[config.mk]
export PLATFORM = sky130hd
export DESIGN_NAME = operand_fetch_stage
export DESIGN_NICKNAME = d
export VERILOG_FILES = /design/src/rtl/operand_fetch_stage.sv
export SDC_FILE = /design/constraint.sdc
export NUM_CORES = 1
export LEC_CHECK = 0
export BUFFER_PORTS_ARGS = -buffer_cell sky130_fd_sc_hd__buf_2
export CELL_PAD_IN_SITES_DETAIL_PLACEMENT = 1
export CELL_PAD_IN_SITES_GLOBAL_PLACEMENT = 2
export CORE_AREA = 5 5 577 579
export DETAILED_ROUTE_END_ITERATION = 6
export DIE_AREA = 0 0 582 584
export PLACE_DENSITY = 0.33
export SLEW_MARGIN = 10
export SYNTH_ARGS = -nofsm -noshare
export SYNTH_HDL_FRONTEND = slang
export SYNTH_SLANG_ARGS = --single-unit
[constraint.sdc]
create_clock -name clk -period 3.2 [get_ports clk]
set_clock_uncertainty 0.2 [all_clocks]
set_input_delay 0.48 -clock clk [delete_from_list [all_inputs] [get_ports clk]]
set_output_delay 0.48 -clock clk [all_outputs]
set_load 0.01 [all_outputs]
[src/rtl/operand_fetch_stage.sv]
// Operand-fetch stage: reads the register file, size-masks operands and keeps a pending-write scoreboard.
// Latency: 1 cycle from accept to out_valid. Optional feature macro: OF_WB_BYPASS_EN (same-cycle writeback forwarding).
// Backpressure: in_ready drops on a RAW/WAW hazard, on flush/reset, or when the held output is not consumed.
module operand_fetch_stage #(
    parameter int NREGS = 16,
    parameter int XLEN  = 64,
    parameter int CNTW  = 32,
    localparam int RW   = $clog2(NREGS)
) (
    input  logic                   clk,
    input  logic                   reset,
    input  logic                   flush,
    input  logic                   in_valid,
    output logic                   in_ready,
    input  logic                   in_nop,
    input  logic [7:0]             in_opcode,
    input  logic [63:0]            in_curr,
    input  logic [1:0]             in_srcty,
    input  logic [XLEN-1:0]        in_srcval,
    input  logic [RW-1:0]          in_dstreg,
    input  logic                   in_dst_we,
    input  logic [1:0]             in_size,
    input  logic [NREGS*XLEN-1:0]  regfile_flat,
    input  logic                   wb_valid,
    input  logic [RW-1:0]          wb_reg,
    input  logic [XLEN-1:0]        wb_data,
    output logic                   out_valid,
    input  logic                   out_ready,
    output logic                   out_nop,
    output logic [7:0]             out_opcode,
    output logic [63:0]            out_curr,
    output logic [RW-1:0]          out_dstreg,
    output logic                   out_dst_we,
    output logic [1:0]             out_size,
    output logic [XLEN-1:0]        out_oper1,
    output logic [XLEN-1:0]        out_oper2,
    output logic [CNTW-1:0]        stall_cycles
);

    localparam logic [1:0] SRC_REG = 2'd0;
    localparam logic [1:0] SRC_MEM = 2'd1;
    localparam logic [1:0] SRC_IMM = 2'd2;

    // Keep only the low 8/16/32 bits; size code 3 passes the whole word.
    function automatic logic [XLEN-1:0] size_mask(input logic [XLEN-1:0] v, input logic [1:0] sz);
        logic [XLEN-1:0] m;
        m = '0;
        case (sz)
            2'd0:    m[7:0]  = v[7:0];
            2'd1:    m[15:0] = v[15:0];
            2'd2:    m[31:0] = v[31:0];
            default: m       = v;
        endcase
        return m;
    endfunction

    logic [XLEN-1:0] rf [NREGS];
    logic [NREGS-1:0] busy_q, busy_d;
    logic [CNTW-1:0]  stall_q, stall_d;

    logic             out_valid_q, out_valid_d;
    logic             out_nop_q, out_nop_d;
    logic [7:0]       out_opcode_q, out_opcode_d;
    logic [63:0]      out_curr_q, out_curr_d;
    logic [RW-1:0]    out_dstreg_q, out_dstreg_d;
    logic             out_dst_we_q, out_dst_we_d;
    logic [1:0]       out_size_q, out_size_d;
    logic [XLEN-1:0]  out_oper1_q, out_oper1_d;
    logic [XLEN-1:0]  out_oper2_q, out_oper2_d;

    logic [RW-1:0]    src_idx;
    logic             wb_hit_dst, wb_hit_src;
    logic             dst_busy, src_busy;
    logic [XLEN-1:0]  dst_raw, src_raw;
    logic [XLEN-1:0]  oper1_val, oper2_val;
    logic             hazard, accept;

    // Unpack the flat register file bus into one word per register.
    always_comb begin
        for (int i = 0; i < NREGS; i++) begin
            rf[i] = regfile_flat[i*XLEN +: XLEN];
        end
    end

    // Hazard detection and operand selection, with optional writeback forwarding.
    always_comb begin
        src_idx    = in_srcval[RW-1:0];
        wb_hit_dst = wb_valid && (wb_reg == in_dstreg);
        wb_hit_src = wb_valid && (wb_reg == src_idx);
`ifdef OF_WB_BYPASS_EN
        // A register being written back this cycle is ready: forward wb_data.
        dst_busy = busy_q[in_dstreg] && !wb_hit_dst;
        src_busy = busy_q[src_idx]   && !wb_hit_src;
        dst_raw  = wb_hit_dst ? wb_data : rf[in_dstreg];
        src_raw  = wb_hit_src ? wb_data : rf[src_idx];
`else
        // Without forwarding the reader waits until the write has landed in the file.
        dst_busy = busy_q[in_dstreg];
        src_busy = busy_q[src_idx];
        dst_raw  = rf[in_dstreg];
        src_raw  = rf[src_idx];
`endif
        hazard = in_valid && !in_nop && (dst_busy || ((in_srcty == SRC_REG) && src_busy));

        oper1_val = size_mask(dst_raw, in_size);
        case (in_srcty)
            SRC_REG: oper2_val = size_mask(src_raw, in_size);
            SRC_MEM: oper2_val = in_srcval;
            SRC_IMM: oper2_val = size_mask(in_srcval, in_size);
            default: oper2_val = '0;
        endcase

        in_ready = !reset && !flush && !hazard && (!out_valid_q || out_ready);
        accept   = in_valid && in_ready;
    end

    // Next state for the output register, scoreboard and stall counter.
    always_comb begin
        out_valid_d  = out_valid_q;
        out_nop_d    = out_nop_q;
        out_opcode_d = out_opcode_q;
        out_curr_d   = out_curr_q;
        out_dstreg_d = out_dstreg_q;
        out_dst_we_d = out_dst_we_q;
        out_size_d   = out_size_q;
        out_oper1_d  = out_oper1_q;
        out_oper2_d  = out_oper2_q;
        busy_d       = busy_q;
        stall_d      = stall_q;

        if (accept) begin
            out_valid_d  = 1'b1;
            out_nop_d    = in_nop;
            out_opcode_d = in_opcode;
            out_curr_d   = in_curr;
            out_dstreg_d = in_dstreg;
            out_size_d   = in_size;
            out_dst_we_d = in_dst_we && !in_nop;
            out_oper1_d  = in_nop ? '0 : oper1_val;
            out_oper2_d  = in_nop ? '0 : oper2_val;
        end else if (out_ready) begin
            out_valid_d = 1'b0;
        end

        // Clear on writeback first so a same-cycle new writer keeps the register busy.
        if (wb_valid) begin
            busy_d[wb_reg] = 1'b0;
        end
        if (accept && !in_nop && in_dst_we) begin
            busy_d[in_dstreg] = 1'b1;
        end

        if (flush) begin
            out_valid_d = 1'b0;
            busy_d      = '0;
        end

        if (hazard && (stall_q != {CNTW{1'b1}})) begin
            stall_d = stall_q + {{(CNTW-1){1'b0}}, 1'b1};
        end
    end

    // State registers with synchronous reset.
    always_ff @(posedge clk) begin
        if (reset) begin
            out_valid_q  <= 1'b0;
            out_nop_q    <= 1'b0;
            out_opcode_q <= '0;
            out_curr_q   <= '0;
            out_dstreg_q <= '0;
            out_dst_we_q <= 1'b0;
            out_size_q   <= '0;
            out_oper1_q  <= '0;
            out_oper2_q  <= '0;
            busy_q       <= '0;
            stall_q      <= '0;
        end else begin
            out_valid_q  <= out_valid_d;
            out_nop_q    <= out_nop_d;
            out_opcode_q <= out_opcode_d;
            out_curr_q   <= out_curr_d;
            out_dstreg_q <= out_dstreg_d;
            out_dst_we_q <= out_dst_we_d;
            out_size_q   <= out_size_d;
            out_oper1_q  <= out_oper1_d;
            out_oper2_q  <= out_oper2_d;
            busy_q       <= busy_d;
            stall_q      <= stall_d;
        end
    end

    assign out_valid    = out_valid_q;
    assign out_nop      = out_nop_q;
    assign out_opcode   = out_opcode_q;
    assign out_curr     = out_curr_q;
    assign out_dstreg   = out_dstreg_q;
    assign out_dst_we   = out_dst_we_q;
    assign out_size     = out_size_q;
    assign out_oper1    = out_oper1_q;
    assign out_oper2    = out_oper2_q;
    assign stall_cycles = stall_q;

endmodule

==> reports/results.txt <==
Slew margin rel. -> 0.349
Initial antenna violation count -> 330
Mapped Nets -> 3131
Root Driver -> clkbuf_16
Post-Syn Instances -> 1886
Avg Inst Size Synth -> 13.4 um^2
Syn-to-layout area delta -> 66.9%
Primary FF master, synth -> dfxtp_1
DP Cell Count -> 7620
Synth cell types -> 50
Die ar. -> 0.340 mm^2
Number of global-route vias before repair -> 29854
Pins Over Slew Limit -> 0
CP bufs+invs -> 4
Tcrit/Tclk final -> 0.979
Initial DRC count -> 1809
Yosys warnings -> 0
Max Cap Violations -> 0
TritonRoute pass-1 iters -> 5
P_sw -> 4690 uW
Synth Cell Area -> 0.0254 mm^2
CP endpoint kind -> flip-flop
Synth area leaders -> mux4_2 51%, dfxtp_1 20%, mux2i_1 5.6%
Register area share after synthesis -> 0.203
GRT Overall Usage -> 0.154
WP data required -> 3550 ps
Critical Path Max Stage Delay -> 490 ps
Die Y -> 584 um
Synth cell count leaders -> 576 x mux4_2, 257 x dfxtp_1, 143 x mux2i_1
Sequential Power Share -> 0.252
Fmax -> 319 MHz
Critical path type -> reg2reg
Detailed Route WL -> 273000 um
DRT antenna net count -> 0
Worst hold slack -> 87.3 ps
Hold Violations, Final -> 0
Longest Clk Path Bufs -> 3
Final Net Count -> 4704
Via-per-instance ratio -> 3.59
Status -> complete, no violations
Path type of the worst min-delay path -> in2reg
Clk sinks -> 257
Max VDD drop -> 0.364 mV
Area of the core -> 0.327 mm^2
Hpwl dp -> 237000 um
Crit path max-delay family -> multiplexers
Fin cells -> 7940
Total number of H-tree levels -> 2
Top cell type's share of synthesized area -> 0.512
Critical path arrival -> 3480 ps
Leakage -> 0.0164 uW
CP most frequent cell -> buf_4
Top-count cell post-synth -> mux4_2
Placer Congestion -> 0.829
I/O pin cnt -> 1486
Clock-pin slew on the worst setup and hold paths -> 50 ps
DRC Markers -> 0
Combinational fraction of design power -> 0.364
Wire length per cell -> 34.4 um
Via Count -> 28514
Min Tclk post-route -> 3130 ps
Hold path startpoint -> in_srcval[5]
Leading area contributor after synthesis -> mux4_2
Skew-Pair Late Insertion Delay -> 650 ps
Critical-path maximum fanout -> 55
Share of synthesized flip-flops with an asynchronous set or reset -> 0
Die Span X -> 582 um
Global-route wire length before repair -> 343000 um
Layout cells sized above 1 -> 0.677
FP Rows -> 210
Initial Util -> 0.0776
Switching part of the total power -> 0.353
Global route overflow -> 0
Num CTS Buffers -> 46
Largest net degree at the start of global routing -> 90
Crit Reg-Reg Startpoint -> busy_q[9]
Worst slew pin tran -> 976 ps
Internal -> 8600 uW
RSZ-0062 raised after global routing -> false
Startpoint Class -> flip-flop
Clock power frac -> 0.384
Setup-failing EPs final -> 0
Crit path launch -> busy_q[9]
Post-synth EDFFs -> 0
CTS tree -> done
Power density over cell area -> 314 mW/mm^2
PortBufs -> 1421
Cell Chain, Critical Path -> mux4_2 -> mux2i_4 -> mux2i_4 -> buf_4 -> buf_4 -> o31ai_1 -> buf_4 -> a21oi_4 -> buf_12 -> a22o_1
Synth Register Bits -> 257
CP max-delay cell -> mux4_2
[path summary, 6_finish.rpt]
check	to	slack, ps	cells after the start
max	out_oper1[45]	70	10
min	out_oper2[5]	90	4
max reg2reg	out_oper1[45]	70	10
min reg2reg	out_oper2[54]	260	1
[cells in the final DEF, fill, tap and decap left out, types with 7 or more instances in the layout]
cell and instances:
dlygate4sd3_1 135, clkbuf_16 46, nand2_1 23, mux4_2 576, o211ai_1 12, nand3_1 19
inv_1 10, mux2_2 86, nand2b_1 11, o31ai_1 11, buf_12 51, mux2i_1 140
nor2_1 23, o21ai_0 29, diode_2 109, a21oi_1 85, or4_1 12, clkbuf_8 7
or3_1 13, a22o_1 55, buf_2 1412, o22ai_1 58, dfxtp_1 254, a32o_1 16
nand4_1 7, o2bb2ai_1 58, nand3b_1 7, nor4_1 9, nor2b_1 84, buf_4 142
clkbuf_1 12
[final cells by class]
type                    instances  area, um^2
fillers                     38039      284000
well taps                    4346        5440
flip-flops and latches        257        5150
clock inverters                10         134
diodes                        109         273
multi-input cells            1396       19400
clock buffers                  64        1280
inverters                      10        37.5
repair buffers               1748       10600
[power by group through the flow]
stage          combinational [uW]  sequential [uW]  clock [uW]
2_1_floorplan                2120             3450           0
3_3_place_gp                 4780             3410           0
3_5_place_dp                 4800             3410           0
4_1_cts                      4970             3340        5450
5_1_grt                      5140             3350        5500
6_report                     4830             3340        5110
[flip-flops by register name, summed over array words and instances, names as in the netlist]
signal        cells
out_curr         64
out_oper1        64
out_oper2        64
out_opcode        8
out_valid         1
busy_q           16
out_size          2
out_dstreg        4
stall_cycles     32
out_nop           1
out_dst_we        1
[tightest hold or removal path: cells and delay by family]
family	cells	cell delay, ps
buf+inv	1	80
compound gates	3	350
[timing repair]
item	4_1_cts	5_1_grt
setup buffers	3	0
gates resized for setup	7	5
pin swaps	2	0
setup endpoints to repair	1	1
hold endpoints to repair	135	0
hold buffers	135	0
[cell families (layout without fill, tap and decap cells)]
logic type	after synthesis	after routing	share of synthesized area
AOI/OAI and AO/OA	353	353	0.0975
xor gates and xnor gates	1	1	0.000346
adders and majority gates	1	1	0.000493
buffers and inverters	233	1832	0.0376
DFF	257	257	0.203
muxes	805	805	0.606
other	0	109	0
and+or+nand+nor	236	236	0.0549
[through the flow]
stage	util	total power, uW	setup WS, ps	setup TNS, ps	instance area [um^2]
floorplan	-	5570	56.2	0	25400
global route	0.129	14000	1.10	0	42200
detailed placement	0.120	8220	-445	-21020	39200
CTS	0.129	13800	8.79	0	42000
finish	0.130	13300	67.2	0	42300
global placement	0.120	8190	-453	-22340	39200
[routing by layer]
layer | wire [um] | track usage | share of wire
met3 | 26200 | 0.0620 | 0.096
met1 | 106000 | 0.179 | 0.39
met4 | 6160 | 0.0218 | 0.023
met5 | 1270 | 0 | 0.0046
met2 | 134000 | 0.272 | 0.49
Note: power is estimated with default switching activity, not from simulation.
